File: src/rtl/uart_rx_fsm.sv
// uart_rx_fsm: UART receive control FSM that sequences start/data/parity/stop sampling strobes
module uart_rx_fsm #(
    parameter int DATA_WIDTH = 8
) (
    input  logic       uart_rx_fsm_clk,
    input  logic       uart_rx_fsm_rst,
    input  logic       RX_IN,
    input  logic       PAR_EN,
    input  logic [5:0] Prescale,
    input  logic       strt_glitch,
    input  logic       par_err,
    input  logic       stp_err,
    output logic       dat_samp_en,
    output logic [5:0] edge_cnt,
    output logic [3:0] bit_cnt,
    output logic       strt_chk_en,
    output logic       deser_en,
    output logic       par_chk_en,
    output logic       stp_chk_en,
    output logic       data_valid,
    output logic [1:0] frame_err
);
    typedef enum logic [2:0] {IDLE, START, DATA, PARITY, STOP} state_e;

    state_e     state_q, state_d;
    logic [5:0] edge_cnt_q, edge_cnt_d;
    logic [3:0] bit_cnt_q, bit_cnt_d;
    logic [5:0] prescale_q, prescale_d;
    logic       par_en_q, par_en_d;
    logic       par_flag_q, par_flag_d;
    logic [1:0] frame_err_q, frame_err_d;
    logic [5:0] chk;
    logic       at_chk, at_eval, wrap;

    assign edge_cnt  = edge_cnt_q;
    assign bit_cnt   = bit_cnt_q;
    assign frame_err = frame_err_q;

    // State and frame-context registers; reset aborts any frame in progress
    always_ff @(posedge uart_rx_fsm_clk or negedge uart_rx_fsm_rst) begin
        if (!uart_rx_fsm_rst) begin
            state_q     <= IDLE;
            edge_cnt_q  <= '0;
            bit_cnt_q   <= '0;
            prescale_q  <= 6'd8;
            par_en_q    <= 1'b0;
            par_flag_q  <= 1'b0;
            frame_err_q <= '0;
        end else begin
            state_q     <= state_d;
            edge_cnt_q  <= edge_cnt_d;
            bit_cnt_q   <= bit_cnt_d;
            prescale_q  <= prescale_d;
            par_en_q    <= par_en_d;
            par_flag_q  <= par_flag_d;
            frame_err_q <= frame_err_d;
        end
    end

    // Next state, bit/edge counting and the per-state strobes; checks land at the bit midpoint
    always_comb begin
        state_d     = state_q;
        edge_cnt_d  = edge_cnt_q;
        bit_cnt_d   = bit_cnt_q;
        prescale_d  = prescale_q;
        par_en_d    = par_en_q;
        par_flag_d  = par_flag_q;
        frame_err_d = frame_err_q;
        strt_chk_en = 1'b0;
        deser_en    = 1'b0;
        par_chk_en  = 1'b0;
        stp_chk_en  = 1'b0;
        data_valid  = 1'b0;
        chk         = {1'b0, prescale_q[5:1]} + 6'd2;
        at_chk      = edge_cnt_q == chk;
        at_eval     = edge_cnt_q == chk + 6'd1;
        wrap        = edge_cnt_q == prescale_q - 6'd1;
        dat_samp_en = state_q != IDLE;
        if (state_q != IDLE) begin
            edge_cnt_d = wrap ? 6'd0 : edge_cnt_q + 6'd1;
            bit_cnt_d  = wrap ? bit_cnt_q + 4'd1 : bit_cnt_q;
        end
        case (state_q)
            IDLE: begin
                edge_cnt_d = '0;
                bit_cnt_d  = '0;
                if (!RX_IN) begin
                    state_d    = START;
                    prescale_d = Prescale;
                    par_en_d   = PAR_EN;
                    par_flag_d = 1'b0;
                end
            end
            START: begin
                strt_chk_en = at_chk;
                if (at_eval && strt_glitch) begin
                    state_d    = IDLE;
                    edge_cnt_d = '0;
                    bit_cnt_d  = '0;
                end else if (wrap) begin
                    state_d = DATA;
                end
            end
            DATA: begin
                deser_en = at_chk;
                if (wrap && bit_cnt_q == 4'(DATA_WIDTH)) state_d = par_en_q ? PARITY : STOP;
            end
            PARITY: begin
                par_chk_en = at_chk;
                if (at_eval) par_flag_d = par_err;
                if (wrap) state_d = STOP;
            end
            STOP: begin
                stp_chk_en = at_chk;
                if (at_eval) begin
                    frame_err_d = {par_flag_q, stp_err};
                    data_valid  = !par_flag_q && !stp_err;
                    state_d     = IDLE;
                    edge_cnt_d  = '0;
                    bit_cnt_d   = '0;
                end
            end
            default: state_d = IDLE;
        endcase
    end
endmodule

File: config.mk
export PLATFORM = sky130hd
export DESIGN_NAME = uart_rx_fsm
export DESIGN_NICKNAME = d
export VERILOG_FILES = /design/src/rtl/uart_rx_fsm.sv
export SDC_FILE = /design/constraint.sdc
export NUM_CORES = 1
export LEC_CHECK = 0
export CORE_MARGIN = 5
export CORE_UTILIZATION = 30
export CTS_CLUSTER_SIZE = 24
export DETAILED_ROUTE_END_ITERATION = 10
export PLACE_DENSITY = 0.6
export SLEW_MARGIN = 20
export SYNTH_ARGS = -nofsm -noshare
export SYNTH_HDL_FRONTEND = slang
export SYNTH_SLANG_ARGS = --single-unit
export TNS_END_PERCENT = 20
File: constraint.sdc
create_clock -name uart_rx_fsm_clk -period 2.5 [get_ports uart_rx_fsm_clk]
set_clock_uncertainty 0.05 [all_clocks]
set_input_delay 0.25 -clock uart_rx_fsm_clk [delete_from_list [all_inputs] [get_ports uart_rx_fsm_clk]]
set_output_delay 0.25 -clock uart_rx_fsm_clk [all_outputs]
set_load 0.05 [all_outputs]
-- Word-level counts from Yosys, hierarchy flattened
Cells that the tools add are included.
- add/sub/neg operators: 5
- equality and inequality tests: 14
- mux-type cells: 27
- bitwise logic cells: 1
- reductions and logical operators: 12
- operator list (operator ; count):
    6-bit 2-to-1 mux ; 4
    3-bit 2-to-1 mux ; 7
    6-bit equality test ; 3
    6-bit case mux with 3 select lines ; 1
    4-bit 2-to-1 mux ; 4
    3-bit case mux with 5 select lines ; 1
    6-bit by 1-bit adder with 6-bit output (second input constant) ; 2
    4-bit case mux with 3 select lines ; 1
    2-bit != test (second input constant) ; 5
    1-bit 2-to-1 mux ; 8
    5-bit by 2-bit adder with 6-bit output (second input constant) ; 1
    3-bit by 2-bit equality test with 1-bit output (second input constant) ; 2
    6-bit by 1-bit subtractor with 6-bit output (second input constant) ; 1
    5-bit AND reduction ; 1
    4-bit by 1-bit adder with 4-bit output (second input constant) ; 1
    4-bit equality test (second input constant) ; 1
    2-bit AND reduction ; 2
    3-bit by 1-bit equality test with 1-bit output (second input constant) ; 1
    3-bit equality test (second input constant) ; 1
    1-bit logical AND ; 3
    3-bit logical NOT ; 1
    3-bit != test (second input constant) ; 1
    3-bit AND reduction ; 1
    3-bit nonzero test ; 1
    4 further kinds ; 5
- register bits after elaboration: 23
- bits of input ports: 13
- output and inout bits: 18
- word-level logic and storage cells: 66

-- Logic depth before layout (Yosys ltp)
Gate-level depths: netlist of the first run.
- word-level depth: 6
- mapped depth: 9
- gate-level depth less buffers: 8

-- Least setup slack after synthesis of the first run
Ideal clock, no wire load.
- path kind: reg-to-output
- start: reg prescale_q[3]
- end: out stp_chk_en
- arrival time: 3.050 ns
- required time: 2.200 ns
- slack: -0.850 ns
- cell stages (with the launch flop): 7
- buffers on the path: 0
- path through: dfstp_2 -> inv_1 -> ha_1 -> xnor2_1 -> and3_1 -> nand4_1 -> nor4b_1
- longest elaborated chain between the ends: 3
- RTL lines (element ; line ; source):
    start: declaration ; 28 ; logic [5:0] prescale_q, prescale_d;
    start signal: assignment ; 53 ; prescale_q <= prescale_d;
    5-bit by 2-bit adder with 6-bit output ; 74 ; chk = {1'b0, prescale_q[5:1]} + 6'd2;
    6-bit equality test ; 75 ; at_chk = edge_cnt_q == chk;
    1-bit 2-to-1 mux ; 83 ; case (state_q)
    end: declaration ; 19 ; output logic stp_chk_en,
Every way passes these cells.

-- Worst setup path after layout of the first run
- start: reg prescale_q[3]
- end: out data_valid
- longest elaborated chain between the ends: 5
- RTL lines (element ; line ; source):
    5-bit by 2-bit adder with 6-bit output ; 74 ;
    6-bit by 1-bit adder with 6-bit output ; 76 ; at_eval = edge_cnt_q == chk + 6'd1;
    6-bit equality test ; 76 ;
    1-bit 2-to-1 mux ; 115 ; if (at_eval) begin
    1-bit 2-to-1 mux ; 83 ;
    end: declaration ; 20 ; output logic data_valid,
Every way passes these cells.

==> flow_summary.ini, run 1 <==
[outcome]
status = finished, violations left
violations = setup timing

[clocking]
tritoncts = done
clkTransAtPathRegs_ns = 0.08
clock_path_buffers = 2
cts_buffers = 3
cts.sinks = 23
root_buffer = clkbuf_8
htreeDepth = 1
clock_latency_ns = 0.26

[synth]
synth_largest_area_cell = dfrtp_1
synth_cell_types = 54
syn_area_per_cell_um2 = 9.70
synth_nets = 207
synth_edf_count = 0
ys.warnings.count = 0
syn-cell-area_um2 = 1780
syn_inst = 184
synth_top_area_share_pct = 30.9
yosysSeqAreaShare_pct = 32.3
async_reset_ff_share_pct = 100
synth-main-ff-cell = dfrtp_1
synthTopCellsByArea = dfrtp_1, xnor2_1, ha_1, xor2_1, nand2_1
ys_ff_latch = 23

[flow_run]
cap_violations = 0

[floorplanning]
initial_core_util_pct = 30.5
rows = 28
fp.dieW_um = 87.1
die_area_um2 = 7590
ios = 31
dieHeight_um = 87.1
core_area_um2 = 5850

[critical_path]
r2r_slack_ns = -0.09
crit_arrival_ns = 2.36
cp-end-kind = output port
cp_cell_sequence = inv_2, ha_4, and2_4, and2_1, o311a_1, o221ai_4, nand2b_4, nor3_4, buf_6
cp_num_buf_inv = 2
critPathKind = flip-flop to output port
max_stage_delay_ns = 0.59
cpLargestDelayFamily = flip-flops
crit_required_ns = 2.20
path_max_fanout = 3
start_kind = flip-flop
cp_slowest_cell = dfstp_2

[pwr]
peakVddDrop_uv = 557
leakage_nw = 1.07
cellPowerDensity_nw_per_um2 = 1290

[finish]
n_antenna_cell = 0
final_layout_size_suffix_gt1_share_pct = 34.0
multi_input_area_um2 = 1260
seqCellArea_um2 = 577
area_growth_pct = 46.6
num-nets-final = 265
utilization_pct = 44.7
n_fill_cell = 555

[drt]
first_pass_iters = 4
vias = 1595
drt_wl_total_mm = 4.74
ant_nets = 0
drt-initial-drc-count = 91
drc_errors = 0
viasPerCell = 5.05
wire_per_inst_um = 15.0

[sta]
tns_ns = -0.808
min_period_ns = 2.66
relSlewSlack_pct = 66.7
period_share_pct = 106
hold_viol_final = 0
max_slew.worst_pin.slew_ns = 0.498
setup_viol = 11
timing.fmax_ghz = 0.376
rsz0062_at_grt = true
fin_ws_ns = -0.162
drv_slew = 0

[place]
place.gp.congestion = 0.801
numPortBuffers = 30
dp_hpwl_mm = 3.46
post-place-ws_ns = -0.127

[grt]
grt_max_degree = 24
antenna_found_initial = 0
overflow = 0
grt_first_pass_wirelength_mm = 7.94
grt_pass1_vias = 1686
grt_util_all_layers_pct = 13.0

[worst_hold_path]
min_path_type = primary input to asynchronous set/reset pin
[layout by cell type (no fill, tap or decap), types with 4 or more instances in the layout]
| cell type | n |
|---|---|
| a21oi_1 | 8 |
| buf_12 | 4 |
| buf_4 | 25 |
| buf_6 | 8 |
| clkdlybuf4s50_1 | 24 |
| dfrtp_1 | 22 |
| ha_1 | 6 |
| ha_4 | 4 |
| inv_1 | 8 |
| inv_2 | 4 |
| nand2_1 | 10 |
| nand3_1 | 6 |
| nor2_1 | 7 |
| nor3_2 | 4 |
| o21ai_0 | 7 |
| xnor2_1 | 15 |
| xor2_1 | 9 |
[flip-flops by register name (all words and copies together), names as in the netlist]
register / cells
edge_cnt: 6
prescale_q: 6
bit_cnt: 4
state_q: 3
frame_err: 2
par_en_q: 1
par_flag_q: 1
[final cells by class]
class                   count  share of cell area (%)
multi-input cells         141                    48.1
repair buffers             61                    22.9
flip-flops and latches     23                    22.0
well taps                  75                    3.59
clock buffers               4                    1.72
inverters                  12                    1.72
[kinds of logic (layout without fill, tap and decap cells)]
kind of cell	count (synthesis)	count (layout)	synth area share [%]
xor+xnor	25	25	13.1
mux	6	6	4.14
buf+inv	20	77	6.24
compound gates	36	36	15.6
fa+ha+maj	10	10	7.01
simple gates	64	64	21.5
flops	23	23	32.3
[report_power, final]
part / internal, mW / switching, mW / leakage [nW] / total [mW]
clock: 0.114 / 0.120 / 0.0228 / 0.234
sequential: 0.506 / 0.241 / 0.294 / 0.747
combinational: 1.13 / 1.27 / 0.756 / 2.40
total: 1.75 / 1.63 / 1.07 / 3.38
[stage by stage]
stage | total power, mW | hold WS [ns] | cells | instance area, um^2
floorplan | 2.20 | -0.0956 | 184 | 1810
CTS | 3.24 | 0.295 | 311 | 2510
finish | 3.38 | 0.290 | 316 | 2620
detailed placement | 2.83 | 0.443 | 304 | 2340
global route | 3.64 | 0.322 | 316 | 2620
global placement | 2.80 | 0.456 | 304 | 2340
[layer usage]
metal  part of all wire [%]  wire (um)  global-route usage (%)
met5                      0          0                       0
met4                   0.84         40                    2.93
met1                     44       2080                    16.2
met2                     53       2490                    23.5
met3                    2.7        126                    2.18
[worst paths after layout]
check                                      from       endpoint  cells after the start
worst max-delay path              prescale_q[3]     data_valid                      9
worst min-delay path            uart_rx_fsm_rst       par_en_q                      2
worst max register to register    prescale_q[3]    edge_cnt[0]                     11
worst min register to register     frame_err[1]   frame_err[1]                      1
max in group asynchronous       uart_rx_fsm_rst  prescale_q[3]                      2
min in group uart_rx_fsm_clk       frame_err[1]   frame_err[1]                      1
[synth_stat cells (all sizes together), types with 2 or more instances]
cell type / count
a211oi: 3
a21oi: 8
and2: 4
and3: 3
buf: 8
dfrtp: 22
ha: 10
inv: 12
mux2: 5
nand2: 12
nand2b: 4
nand3: 7
nand4: 3
nand4b: 2
nor2: 10
nor3: 10
nor4: 4
nor4b: 3
o211ai: 2
o21ai: 8
o221ai: 2
or3: 2
xnor2: 15
xor2: 9
[repair_timing]
action                                 4_1_cts  5_1_grt
setup endpoints to repair                   18       18
endpoints found under the hold margin        0        0
pin swaps                                    7        6
hold buffers                                 0        0
resized for setup                           19       15
setup buffers                                3        5
(Power assumes the default switching activity.)
==> run 2: changes to the inputs <==
--- a/config.mk
+++ b/config.mk
@@ -6,10 +6,11 @@
 export NUM_CORES = 1
 export LEC_CHECK = 0
 export CORE_MARGIN = 5
-export CORE_UTILIZATION = 30
+export CORE_UTILIZATION = 36
 export CTS_CLUSTER_SIZE = 24
 export DETAILED_ROUTE_END_ITERATION = 10
-export PLACE_DENSITY = 0.6
+export GPL_TIMING_DRIVEN = 0
+export PLACE_DENSITY = 0.66
 export SLEW_MARGIN = 20
 export SYNTH_ARGS = -nofsm -noshare
 export SYNTH_HDL_FRONTEND = slang
==> constraint.sdc (replaced) <==
create_clock -name uart_rx_fsm_clk -period 3.05 [get_ports uart_rx_fsm_clk]
set_clock_uncertainty 0.05 [all_clocks]
set_input_delay 0.305 -clock uart_rx_fsm_clk [delete_from_list [all_inputs] [get_ports uart_rx_fsm_clk]]
set_output_delay 0.305 -clock uart_rx_fsm_clk [all_outputs]
set_load 0.05 [all_outputs]
==> flow_summary.ini, run 2 (synthesis results as in run 1) <==
[outcome]
status = finished, final reports clean

[worst_hold_path]
min_path_type = flip-flop to flip-flop

[grt]
met1_usage_pct = 18.6
antenna_found_initial = 0
grt_pass1_vias = 1498
grtUsageMet2_pct = 22.4
gr-max-usage-layer = met2
grt_util_all_layers_pct = 13.9
grt_first_pass_wirelength_mm = 7.03
grt_max_degree = 24
met3_usage_pct = 2.69
overflow = 0

[sta]
min_period_ns = 2.96
max_slew.worst_pin.slew_ns = 0.723
hold_viol_final = 0
rsz0062_at_grt = false
timing.fmax_ghz = 0.338
drv_slew = 0
period_share_pct = 96.9
relSlewSlack_pct = 51.4
setup_viol = 0
timing.hold.ws_ns = 0.473

[flow_run]
cap_violations = 0

[floorplanning]
initial_core_util_pct = 37.5
rows = 25
ios = 31
fp.dieW_um = 80.4
die_area_um2 = 6460
dieHeight_um = 80.4
core_area_um2 = 4750

[clocking]
clock_path_buffers = 2
clock_latency_ns = 0.27
root_buffer = clkbuf_8
tritoncts = done
cts.sinks = 23
clkTransAtPathRegs_ns = 0.09
cts_buffers = 3
htreeDepth = 1

[critical_path]
cp_cell_sequence = buf_12, ha_1, nand3_1, xor2_1, nand4_1, nor4b_2, dlygate4sd2_1
start_kind = flip-flop
crit_arrival_ns = 2.60
max_stage_delay_ns = 0.56
critPathKind = flip-flop to output port
r2r_slack_ns = 0.37
cp_num_buf_inv = 2
cp_slowest_cell = dfstp_2
cpLargestDelayFamily = buffers and inverters
crit_required_ns = 2.69
cp-end-kind = output port
path_max_fanout = 5

[finish]
n_fill_cell = 466
seqCellArea_um2 = 578
multi_input_area_um2 = 1120
n_antenna_cell = 0
area_growth_pct = 28.6
post-route-cell-area_um2 = 2290
final_cell_mix = clkdlybuf4s50_1, dfrtp_1, xnor2_1, nand2_1, nor2_1
num-nets-final = 249
layout_commonest_cell = clkdlybuf4s50_1
final_layout_size_suffix_gt1_share_pct = 19.6

[pwr]
peakVddDrop_uv = 507
cellPowerDensity_nw_per_um2 = 1060
leakage_nw = 0.968

[place]
numPortBuffers = 30
placed_cell_area_um2 = 2170
dp_hpwl_mm = 3.08
place.gp.congestion = 0.887

[drt]
wire_per_inst_um = 14.3
viasPerCell = 5.10
drc_errors = 0
vias = 1489
drt_wl_total_mm = 4.18
ant_nets = 0
first_pass_iters = 4
drt-initial-drc-count = 61
-- run 2: changes by cell type in the layout (fill, tap and decap cells not counted), sizes merged --
cell	before	now
buf	37	16
dlygate4sd2	0	4
dlygate4sd3	0	1
-- run 2: cell type report --
type / count / area share, %
Multi-Input combinational cell: 141 / 48.9
Sequential cell: 23 / 25.2
Timing Repair Buffer: 37 / 15.5
Tap cell: 67 / 3.65
Buffer: 8 / 2.89
Clock buffer: 4 / 1.96
Inverter: 12 / 1.96
-- run 2: report_power, final --
group | internal [mW] | total (mW) | switching [mW]
clock | 0.0934 | 0.193 | 0.100
combinational | 0.739 | 1.70 | 0.956
sequential | 0.416 | 0.551 | 0.134
-- run 2: metal layers --
| metal | share of wire [%] | up-vias |
|---|---|---|
| li1 | - | 740 |
| met1 | 48 | 723 |
| met2 | 47 | 21 |
| met3 | 3.7 | 5 |
| met4 | 1.1 | 0 |
| met5 | 0 | - |
-- run 2: timing repair --
action	CTS	global route
endpoints found under the hold margin	22	0
buffers inserted	0	6
hold buffers	1	0
gates resized for setup	8	8
pin swaps	0	1
setup endpoints to repair	5	3
-- run 2: metrics by stage --
| step | total power, mW | TNS, ns | cells | util, % | setup WS [ns] |
|---|---|---|---|---|---|
| floorplan | 1.79 | -0.309 | 184 | - | -0.309 |
| global placement | 2.14 | -0.272 | 281 | 45.7 | -0.272 |
| detailed placement | 2.15 | -0.285 | 281 | 45.6 | -0.285 |
| CTS | 2.35 | -0.213 | 286 | 46.7 | -0.213 |
| global route | 2.65 | 0 | 292 | 48.3 | 0.000673 |
| finish | 2.44 | 0 | 292 | 48.3 | 0.0941 |
-- run 2: final timing paths --
check,start,to,depth (start not counted)
setup / recovery,prescale_q[3],stp_chk_en,7
hold / removal,frame_err[0],frame_err[0],1
setup reg to reg,prescale_q[3],edge_cnt[2],10
hold reg to reg,frame_err[0],frame_err[0],1
max in group asynchronous,uart_rx_fsm_rst,prescale_q[2],2
min in group asynchronous,uart_rx_fsm_rst,frame_err[0],2
-- run 2: worst register-to-register path, stage by stage (launching register included) --
cell,delay (ns)
dfstp_2,0.56
buf_12,0.11
ha_1,0.20
nand3_1,0.11
xor2_1,0.18
nor4_1,0.32
o221ai_2,0.17
buf_6,0.16
buf_4,0.13
nor4_4,0.41
a211oi_1,0.14
==> run 3: changes to the inputs <==
--- a/config.mk
+++ b/config.mk
@@ -9,7 +9,6 @@
 export CORE_UTILIZATION = 36
 export CTS_CLUSTER_SIZE = 24
 export DETAILED_ROUTE_END_ITERATION = 10
-export GPL_TIMING_DRIVEN = 0
 export PLACE_DENSITY = 0.66
 export SLEW_MARGIN = 20
 export SYNTH_ARGS = -nofsm -noshare
==> constraint.sdc (replaced) <==
create_clock -name uart_rx_fsm_clk -period 3.45 [get_ports uart_rx_fsm_clk]
set_clock_uncertainty 0.05 [all_clocks]
set_input_delay 0.345 -clock uart_rx_fsm_clk [delete_from_list [all_inputs] [get_ports uart_rx_fsm_clk]]
set_output_delay 0.345 -clock uart_rx_fsm_clk [all_outputs]
set_load 0.05 [all_outputs]
==> flow_summary.ini, run 3 (synthesis results as in run 1) <==
[critical_path]
critPathKind = flip-flop to output port
crit_arrival_ns = 2.84
cp-end-kind = output port
start_kind = flip-flop
crit_required_ns = 3.05
path_max_fanout = 6

[drt]
wl_met1_mm = 1.83
vias = 1472
met3_length_um = 126
wire_per_inst_um = 14.4
first_pass_iters = 4
highest_layer = met4
viasPerCell = 5.24
drc_errors = 0
ant_nets = 0
drt_wl_total_mm = 4.05
met2_length_mm = 2.04
drt-initial-drc-count = 70

[pwr]
leakage_nw = 0.911
peakVddDrop_uv = 386
cellPowerDensity_nw_per_um2 = 936

[sta]
fin_ws_ns = 0.215
min_period_ns = 3.23
drv_slew = 0
rsz0062_at_grt = false
max_slew.worst_pin.slew_ns = 0.685
timing.hold.ws_ns = -0.000178
timing.fmax_ghz = 0.309
hold_viol_final = 1
setup_viol = 0
period_share_pct = 93.8
relSlewSlack_pct = 54.3
tns_ns = 0

[clocking]
clock_path_buffers = 2
cts.sinks = 23
cts_buffers = 3
tritoncts = done
clkTransAtPathRegs_ns = 0.09
clock_latency_ns = 0.27
htreeDepth = 1
root_buffer = clkbuf_8
hold_buffers = 0

[place]
post-place-ws_ns = 0.382
numPortBuffers = 30
dp_hpwl_mm = 3.09
place.gp.congestion = 0.873
dp.cells = 277
placed_cell_area_um2 = 2130

[outcome]
violations = hold timing
status = finished, violations left

[floorplanning]
rows = 25
initial_core_util_pct = 37.5
fp.dieW_um = 80.4
ios = 31
dieHeight_um = 80.4
die_area_um2 = 6460
core_area_um2 = 4750

[grt]
grt_pass1_vias = 1492
overflow = 0
grt_util_all_layers_pct = 13.3
grt_max_degree = 24
grt_first_pass_wirelength_mm = 6.75
antenna_found_initial = 0

[finish]
final_cell_mix = clkdlybuf4s50_1, dfrtp_1, xnor2_1, nand2_1
post_layout_nonfiller_instances = 281
utilization_pct = 45.7
final_layout_size_suffix_gt1_share_pct = 13.6
n_antenna_cell = 0
num-nets-final = 238
area_growth_pct = 21.7
layout_commonest_cell = clkdlybuf4s50_1
post-route-cell-area_um2 = 2170

[worst_hold_path]
min_path_type = primary input to asynchronous set/reset pin

[flow_run]
cap_violations = 0
## run 3: cell count changes in the layout (fill, tap and decap cells not counted), sizes merged
cell / change
dlygate4sd2: -4
dlymetal6s2s: +1
buf: -10
clkdlybuf4s50: +3
dlygate4sd3: -1
## run 3: report_power, final
group | total, mW | internal, mW | switching [mW]
Clock | 0.169 | 0.0825 | 0.0866
Combinational | 1.30 | 0.571 | 0.734
Sequential | 0.559 | 0.367 | 0.192
## run 3: per-stage QoR
| stage | hold WS (ns) | power, mW |
|---|---|---|
| global route | 0.0404 | 2.20 |
| CTS | 0.477 | 2.05 |
| detailed placement | 0.456 | 1.87 |
| global placement | 0.447 | 1.87 |
| finish | -0.000178 | 2.03 |
| floorplan | -0.000591 | 1.58 |
## run 3: critical path: stages, from the launching register on
cell and delay [ns]:
dfstp_2 0.60, inv_1 0.08, ha_1 0.32, xnor2_1 0.14
and3_1 0.17, nand4_1 0.20, nor3_1 0.24, clkdlybuf4s50_1 0.83
## run 3: final timing paths
path	depth (start not counted)	slack [ns]	end	startpoint
min reg2reg	1	0.47	frame_err[1]	frame_err[1]
max reg2reg	9	0.68	edge_cnt[3]	prescale_q[3]
min	1	-0.0002	frame_err[0]	uart_rx_fsm_rst
max in group asynchronous	1	2.97	prescale_q[3]	uart_rx_fsm_rst
max	7	0.22	deser_en	prescale_q[3]
min in group uart_rx_fsm_clk	1	0.47	frame_err[1]	frame_err[1]
## run 3: cell type report
cell class                 count  area, um^2
clock buffer                   4        45.0
inverter                      12        45.0
tap                           67        83.8
multi-input combinational    141        1100
sequential                    23         577
timing repair buffer          34         325
fill                         494        2580
## run 3: repair_timing
| action | 4_1_cts | 5_1_grt |
|---|---|---|
| hold endpoints to repair | 0 | 0 |
| gates resized for setup | 0 | 1 |
| setup endpoints to repair | 0 | 1 |
| setup buffers | 0 | 0 |
## run 3: per-layer routing
| layer | up-vias | global-route usage [%] |
|---|---|---|
| met5 | - | 0 |
| met4 | 0 | 4.39 |
| met3 | 6 | 2.13 |
| met2 | 23 | 23.5 |
| met1 | 729 | 16.2 |
| li1 | 714 | - |
